$ cat config.mk
export PLATFORM = sky130hd
export DESIGN_NAME = cnt_cycle_sched
export DESIGN_NICKNAME = d
export VERILOG_FILES = /design/src/rtl/cnt_cycle_sched.sv
export SDC_FILE = /design/constraint.sdc
export NUM_CORES = 1
export LEC_CHECK = 0
export BUFFER_PORTS_ARGS = -buffer_cell sky130_fd_sc_hd__buf_2
export CAP_MARGIN = 20
export CELL_PAD_IN_SITES_DETAIL_PLACEMENT = 1
export CELL_PAD_IN_SITES_GLOBAL_PLACEMENT = 1
export CORE_ASPECT_RATIO = 1.75
export CORE_UTILIZATION = 40
export DETAILED_ROUTE_END_ITERATION = 6
export GPL_ROUTABILITY_DRIVEN = 0
export GPL_TIMING_DRIVEN = 0
export HOLD_SLACK_MARGIN = 0.12
export PLACE_DENSITY = 0.86
export SLEW_MARGIN = 25
export SYNTH_ARGS = -nofsm -noshare
export SYNTH_HDL_FRONTEND = slang
export SYNTH_SLANG_ARGS = --single-unit
$ cat constraint.sdc
create_clock -name SIM_CLK -period 2.8 [get_ports SIM_CLK]
set_clock_uncertainty 0.1 [all_clocks]
set_input_delay 0.42 -clock SIM_CLK [delete_from_list [all_inputs] [get_ports SIM_CLK]]
set_output_delay 0.42 -clock SIM_CLK [all_outputs]
set_load 0.05 [all_outputs]
$ cat src/rtl/cnt_cycle_sched.sv
// rtl/cnt_cycle_sched.sv - counter-cycle scheduler that steals memory cycles at T12 boundaries
module cnt_cycle_sched #(
  parameter int N_CH      = 20,
  parameter int CH_W      = 5,
  parameter int MAX_BURST = 4
) (
  input  logic            SIM_CLK,
  input  logic            SIM_RST,
  input  logic            T12_STB,
  input  logic            GOJAM,
  input  logic            INKL,
  input  logic [N_CH-1:0] REQ_UP,
  input  logic [N_CH-1:0] REQ_DN,
  output logic            CNT_CYC,
  output logic [CH_W-1:0] CNT_CH,
  output logic            PINC,
  output logic            MINC,
  output logic            GRANT_STB,
  output logic [N_CH-1:0] PEND,
  output logic            LOST
);

  typedef enum logic {IDLE = 1'b0, CNT = 1'b1} state_t;

  state_t          state, state_nx;
  logic [N_CH-1:0] prev_up, prev_dn;
  logic [N_CH-1:0] up_ev, dn_ev;
  logic [N_CH-1:0] dir, dir_nx;        // 1 = down
  logic [N_CH-1:0] pend_nx, pend_left, grant_vec;
  logic [3:0]      burst;
  logic [CH_W-1:0] winner;
  logic            win_dn;
  logic            any_pend;
  logic            grant;
  logic            lost_nx;

  assign up_ev    = REQ_UP & ~prev_up;
  assign dn_ev    = REQ_DN & ~prev_dn;
  assign any_pend = |PEND;

  // Lowest-numbered pending channel wins; scanning downward leaves the lowest.
  always_comb begin
    winner = '0;
    win_dn = 1'b0;
    for (int i = N_CH - 1; i >= 0; i--) begin
      if (PEND[i]) begin
        winner = CH_W'(i);
        win_dn = dir[i];
      end
    end
  end

  assign grant = T12_STB && !GOJAM && !INKL && any_pend &&
                 ((state == IDLE) || (burst < 4'(MAX_BURST)));

  always_comb begin
    for (int i = 0; i < N_CH; i++) begin
      grant_vec[i] = grant && (winner == CH_W'(i));
    end
  end

  assign pend_left = PEND & ~grant_vec;

  // A lone event on a channel either arms it, cancels an opposite request, or is lost.
  always_comb begin
    pend_nx = pend_left;
    dir_nx  = dir;
    lost_nx = LOST;
    for (int i = 0; i < N_CH; i++) begin
      if (up_ev[i] ^ dn_ev[i]) begin
        if (!pend_left[i]) begin
          pend_nx[i] = 1'b1;
          dir_nx[i]  = dn_ev[i];
        end else if (dir[i] == dn_ev[i]) begin
          lost_nx = 1'b1;
        end else begin
          pend_nx[i] = 1'b0;
        end
      end
    end
  end

  always_ff @(posedge SIM_CLK or negedge SIM_RST) begin
    if (!SIM_RST) begin
      state <= IDLE;
    end else begin
      state <= state_nx;
    end
  end

  always_comb begin
    state_nx = state;
    if (GOJAM) begin
      state_nx = IDLE;
    end else if (T12_STB) begin
      state_nx = grant ? CNT : IDLE;
    end
  end

  always_comb begin
    CNT_CYC = (state == CNT);
  end

  always_ff @(posedge SIM_CLK or negedge SIM_RST) begin
    if (!SIM_RST) begin
      prev_up   <= '0;
      prev_dn   <= '0;
      PEND      <= '0;
      dir       <= '0;
      LOST      <= 1'b0;
      burst     <= '0;
      CNT_CH    <= '0;
      PINC      <= 1'b0;
      MINC      <= 1'b0;
      GRANT_STB <= 1'b0;
    end else begin
      prev_up <= REQ_UP;
      prev_dn <= REQ_DN;
      if (GOJAM) begin
        PEND      <= '0;
        dir       <= '0;
        LOST      <= 1'b0;
        burst     <= '0;
        PINC      <= 1'b0;
        MINC      <= 1'b0;
        GRANT_STB <= 1'b0;
      end else begin
        PEND      <= pend_nx;
        dir       <= dir_nx;
        LOST      <= lost_nx;
        GRANT_STB <= grant;
        if (grant) begin
          CNT_CH <= winner;
          PINC   <= !win_dn;
          MINC   <= win_dn;
          burst  <= burst + 4'd1;
        end else if (T12_STB) begin
          PINC  <= 1'b0;
          MINC  <= 1'b0;
          burst <= '0;
        end
      end
    end
  end

endmodule

==> impl_metrics.py, run 1 <==
metrics = {
    "critical_path": {
        "crit_path_top_delay_cell": "or4b_4",
        "r2r-start": "PEND[2]$_DFF_PN0_",
        "crit_chain": "or4_4 > or4b_4 > o41ai_4 > nand2b_4 > o2111ai_4 > nor4b_2 > a41oi_1",
        "cp_top_family": "simple AND/OR/NAND/NOR gates",
        "path_buf_inv": 0,
        "critPathMaxFanout": 3,
        "startpoint_type": "flip-flop",
        "max_stage_delay_ns": 0.58,
        "required_ns": 2.88,
        "crit_type": "flip-flop to flip-flop",
        "cp_data_arrival_time_ns": 3.18,
        "cp-end-kind": "flip-flop",
        "startpoint": "PEND[2]$_DFF_PN0_",
    },
    "route": {
        "vias_per_cell": 6.27,
        "drc": 0,
        "post_drt_wl_per_cell_um": 23.7,
        "drt-total-wl_um": 20800,
        "vias": 5512,
        "firstDrtPassIters": 7,
        "antenna_left": 0,
        "drtIter0Drc": 467,
    },
    "yosys": {
        "synth.avg_cell_area_um2": 9.28,
        "ys_warn_count": 0,
        "synth_fp_nets": 597,
        "ys_seq_area_share_pct": 46.0,
        "ys_async_sr_fraction_pct": 100,
        "synth_edf_count": 0,
        "syn-cell-area_mm2": 0.00511,
        "synth_seq_cells": 94,
        "synth_cells": 551,
        "ys.flop_type": "dfrtp_1",
        "synthDistinctLibCells": 61,
    },
    "sta": {
        "drv_slew": 0,
        "rsz0062_at_grt": "yes",
        "fin_crit_ns": 3.10,
        "worst_slew_pin_slew_ns": 0.772,
        "whs_ns": 0.163,
        "worst_slack_ns": -0.297,
        "timing.final.crit_share_pct": 111,
        "tns_ns": -1.37,
        "setup_viol_count_final": 15,
        "fmax_mhz": 323,
        "maxSlewHeadroom_pct": 48.5,
        "finalHoldViolCount": 0,
    },
    "clock_tree": {
        "root_buffer": "clkbuf_16",
        "cts_tree": "yes",
        "clock_latency_ns": 0.35,
        "cts.sinks": 94,
        "h-tree-depth": 3,
        "clkTransAtPathRegs_ns": 0.07,
        "cts.path.max_buffers": 2,
        "cts_made_buffers": 9,
    },
    "global_routing": {
        "grt_pass1_vias": 5709,
        "grt_pass1_wl_um": 28900,
        "globalRoute.totalOverflow": 0,
        "top_usage_layer": "met2",
        "met3_usage_pct": 5.74,
        "grtUsageMet1_pct": 28.7,
        "grt_use_met2_pct": 50.9,
        "groute.usage.overall_pct": 28.8,
        "antenna_found_initial": 0,
        "grt_max_degree": 52,
    },
    "final_layout": {
        "drive_above_1_share_pct": 26.4,
        "stdcell_area_mm2": 0.00701,
        "stdcell_count": 879,
        "diodes": 0,
        "area_growth_pct": 37.1,
        "nNetsFinal": 752,
    },
    "placed_design": {
        "dp_cells": 793,
        "post-place-ws_ns": -0.574,
        "dpl_cell_area_mm2": 0.00574,
        "io_buffers": 73,
        "place_hpwl_um": 12100,
    },
    "floorplan": {
        "rows": 54,
        "pin_count": 75,
        "die_h_um": 152,
        "initial_core_util_pct": 41.1,
        "die-width_um": 87.5,
        "core_mm2": 0.0124,
        "design.die.area_mm2": 0.0133,
    },
    "outcome": {
        "status": "finished with violations",
        "violations": "negative setup slack",
    },
    "flow_run": {
        "cap_violations": 0,
    },
    "min_path": {
        "hp-start": "REQ_DN[15]",
        "hp-class": "input port to flip-flop",
    },
    "pwr": {
        "vdd_ir_drop_max_v": 0.000359,
        "p_leak_nw": 3.02,
        "powerDensity_mw_per_mm2": 604,
    },
}
## where the power goes
part	internal [W]	switching [W]	total (W)
registers	0.00146	0.000148	0.00161
logic	0.000443	0.000807	0.00125
clock network	0.000805	0.000568	0.00137
total	0.00271	0.00152	0.00423
## synth_stat cells (all sizes together) (11+ instances only)
library cell / number / area share (%)
nand2: 51 / 3.7
a21oi: 42 / 4.1
o31ai: 14 / 2.1
dfrtp: 94 / 46
nor2b: 35 / 4.3
nand3: 15 / 1.5
nand2b: 40 / 4.9
a311oi: 11 / 1.9
nor2: 65 / 4.8
inv: 18 / 1.3
o21ai: 34 / 3.3
mux2: 15 / 3.3
## flip-flops by register name, summed over array words and instances (netlist names)
signal	flops
burst	4
dir	20
prev_dn	20
CNT_CYC	1
CNT_CH	5
LOST	1
PEND	20
MINC	1
GRANT_STB	1
PINC	1
prev_up	20
## worst paths after layout
kind / endpoint / slack [ns] / depth (start not counted)
setup / recovery: LOST$_DFF_PN0_ / -0.30 / 7
hold / removal: prev_dn[15]$_DFF_PN0_ / 0.16 / 1
setup reg to reg: LOST$_DFF_PN0_ / -0.30 / 7
hold reg to reg: MINC$_DFFE_PN0P_ / 0.39 / 2
max in group asynchronous: PEND[2]$_DFF_PN0_ / 1.48 / 3
min in group asynchronous: prev_dn[10]$_DFF_PN0_ / 0.47 / 2
## worst register-to-register path, delay by kind of cell (launching register included)
family	cells	cell delay, ns
AOI/OAI and AO/OA	3	0.74
DFF	1	0.42
and+or+nand+nor	4	1.68
## metal layers
layer,vias to the layer above,share of wire [%]
met2,340,52
met4,0,8.1
met1,2695,34
met5,-,0
li1,2327,-
met3,150,6.3
## layout by cell type, fill, tap and decap left out, drive strengths merged, types with 6 or more instances in the layout
| master | count |
|---|---|
| dfrtp | 94 |
| nor2 | 65 |
| nand2 | 51 |
| or3 | 8 |
| nand3 | 15 |
| nand2b | 40 |
| clkbuf | 17 |
| dlygate4sd3 | 40 |
| a21oi | 42 |
| buf | 105 |
| o41ai | 6 |
| o21ai | 34 |
| a311oi | 11 |
| inv | 18 |
| mux2 | 15 |
| o31ai | 14 |
| nor2b | 35 |
| mux2i | 8 |
| o311ai | 6 |
## logic make-up after synthesis
kind of cell | count (synthesis) | synth area share [%]
muxes | 23 | 4.87
AOI/OAI and AO/OA | 167 | 22.9
and+or+nand+nor | 237 | 23.6
buffers and inverters | 26 | 1.93
xor gates and xnor gates | 3 | 0.514
adders and majority gates | 1 | 0.245
DFF | 94 | 46.0
## through the flow
step	util [%]	power, W
global route	56.4	0.00436
global placement	46.0	0.00245
CTS	54.1	0.00402
detailed placement	46.2	0.00251
floorplan	-	0.00220
finish	56.4	0.00423
## what timing repair did
action	4_1_cts	5_1_grt
resized for setup	25	31
setup endpoints to repair	29	33
hold buffers	40	0
setup buffers	14	16
pin swaps	9	14
hold endpoints to repair	89	0
## final cells by class
type,instances,area (µm²)
Tap cell,168,210
Fill cell,1454,5420
Clock inverter,6,85.1
Multi-Input combinational cell,431,2970
Timing Repair Buffer,144,1030
Clock buffer,10,239
Buffer,8,41.3
Inverter,18,67.6
Sequential cell,94,2360
Power figures use the tool's default switching activity.
==> run 2, diff against run 1 <==
- RECOVER_POWER: not set -> 25
==> impl_metrics.py, run 2 (synthesis gave the netlist of run 1 again) <==
metrics = {
    "route": {
        "vias": 5520,
        "post_drt_wl_per_cell_um": 23.6,
        "antenna_left": 0,
        "drt-total-wl_um": 20800,
        "drtIter0Drc": 449,
        "vias_per_cell": 6.28,
        "firstDrtPassIters": 5,
        "drc": 0,
    },
    "critical_path": {
        "r2r_slack_ns": -0.29,
        "r2r_cells": 7,
        "required_ns": 2.88,
        "r2r_end": "LOST$_DFF_PN0_",
        "crit_type": "flip-flop to flip-flop",
        "startpoint": "PEND[2]$_DFF_PN0_",
        "startpoint_type": "flip-flop",
        "cp-end-kind": "flip-flop",
        "critPathMaxFanout": 3,
        "cp-endpoint": "LOST$_DFF_PN0_",
        "cp_data_arrival_time_ns": 3.17,
        "r2r-start": "PEND[2]$_DFF_PN0_",
    },
    "final_layout": {
        "diodes": 0,
        "nNetsFinal": 752,
        "final_core_util_pct": 56.0,
        "drive_above_1_share_pct": 21.9,
        "area_growth_pct": 36.2,
        "regArea_mm2": 0.00236,
        "stdcell_count": 879,
        "layout_common_cells": "89 x dfrtp_1, 62 x nor2_1, 51 x nand2_1",
        "fillCellCount": 1464,
        "layout_commonest_cell": "dfrtp_1",
        "multi_input_comb_area_mm2": 0.00297,
    },
    "sta": {
        "rsz0062_at_grt": "yes",
        "fin_crit_ns": 3.09,
        "worst_slack_ns": -0.289,
        "setup_viol_count_final": 12,
        "whs_ns": 0.205,
        "maxSlewHeadroom_pct": 10.6,
        "worst_slew_pin_slew_ns": 1.34,
        "timing.final.crit_share_pct": 110,
        "finalHoldViolCount": 0,
        "fmax_mhz": 324,
        "drv_slew": 0,
    },
    "global_routing": {
        "globalRoute.totalOverflow": 0,
        "groute.usage.overall_pct": 28.8,
        "grt_pass1_wl_um": 28900,
        "grt_pass1_vias": 5709,
        "grt_max_degree": 52,
        "antenna_found_initial": 0,
    },
    "min_path": {
        "hp-class": "input port to flip-flop",
    },
    "clock_tree": {
        "cts_made_buffers": 9,
        "cts.path.max_buffers": 2,
        "h-tree-depth": 3,
        "clock_latency_ns": 0.36,
        "cts_tree": "yes",
        "cts.sinks": 94,
        "clkTransAtPathRegs_ns": 0.07,
        "root_buffer": "clkbuf_16",
    },
    "floorplan": {
        "rows": 54,
        "die_h_um": 152,
        "pin_count": 75,
        "core_mm2": 0.0124,
        "initial_core_util_pct": 41.1,
        "die-width_um": 87.5,
        "design.die.area_mm2": 0.0133,
    },
    "pwr": {
        "total_power_w": 0.00423,
        "p_sw_w": 0.00153,
        "vdd_ir_drop_max_v": 0.000356,
        "p_leak_nw": 2.93,
        "power_report.internal_total_w": 0.00270,
        "p_seq_share_pct": 38.0,
        "powerDensity_mw_per_mm2": 608,
        "clkPwrFrac_pct": 32.6,
        "pwr-share-comb_pct": 29.4,
        "power_switching_share_pct": 36.1,
    },
    "outcome": {
        "violations": "negative setup slack",
        "status": "finished with violations",
    },
    "flow_run": {
        "cap_violations": 0,
    },
    "placed_design": {
        "io_buffers": 73,
        "place_hpwl_um": 12100,
        "dp_cells": 793,
    },
}
==> run 2: cell type report <==
cell class	count	area share, %
sequential	94	33.9
tap	168	3.02
clock inverter	6	1.22
multi-input combinational	431	42.7
buffer	8	0.593
timing repair buffer	144	14.2
clock buffer	10	3.43
inverter	18	0.970
==> run 2: metal layers <==
metal	share of wire (%)	vias up	global-route usage (%)	routed length, µm
met1	34	2703	28.7	7000
met2	52	344	50.9	10800
met4	8.0	0	23.6	1660
met3	6.2	145	5.74	1290
met5	0	-	0	0
li1	-	2328	-	-
==> run 2: stage by stage <==
step / TNS [ns] / worst slack, ns / instance area (µm²)
2_1_floorplan: -0.0938 / -0.0938 / 5140
3_3_place_gp: -3.50 / -0.522 / 5720
3_5_place_dp: -6.26 / -0.574 / 5740
4_1_cts: -0.535 / -0.189 / 6720
5_1_grt: -3.09 / -0.367 / 6960
6_report: -1.19 / -0.289 / 6960
==> run 2: what timing repair did <==
action / in CTS / in global routing
hold buffers: 40 / 0
setup endpoints to repair: 29 / 33
pin swaps: 9 / 14
buffers inserted: 14 / 16
resized for setup: 25 / 31
hold endpoints to repair: 89 / 0
==> run 2: power groups by stage <==
stage / logic, W / registers (W) / clock network [W]
floorplan: 0.000454 / 0.00175 / 0
global placement: 0.000851 / 0.00160 / 0
detailed placement: 0.000900 / 0.00161 / 0
CTS: 0.00106 / 0.00159 / 0.00138
global route: 0.00130 / 0.00161 / 0.00144
finish: 0.00124 / 0.00161 / 0.00138
==> run 2: how the worst min path moves through the flow <==
| stage | startpoint | end | slack (ns) | cells past startpoint |
|---|---|---|---|---|
| finish | REQ_DN[15] | prev_dn[15]$_DFF_PN0_ | 0.20 | 1 |
| global route | REQ_DN[15] | prev_dn[15]$_DFF_PN0_ | 0.17 | 1 |
| CTS | REQ_DN[15] | prev_dn[15]$_DFF_PN0_ | 0.13 | 1 |
| detailed placement | SIM_RST | prev_up[10]$_DFF_PN0_ | 0.30 | 1 |
| global placement | MINC$_DFFE_PN0P_ | MINC$_DFFE_PN0P_ | 0.36 | 2 |
| floorplan | SIM_RST | CNT_CH[0]$_DFFE_PN0P_ | 0.02 | 0 |
==> run 2: critical path, stage by stage, from the launching register on <==
cell and delay [ns]:
dfrtp_2 0.42, or4_4 0.56, or4b_4 0.58, o41ai_4 0.44, nand2b_4 0.24, o2111ai_4 0.13
nor4b_2 0.29, a41oi_1 0.16
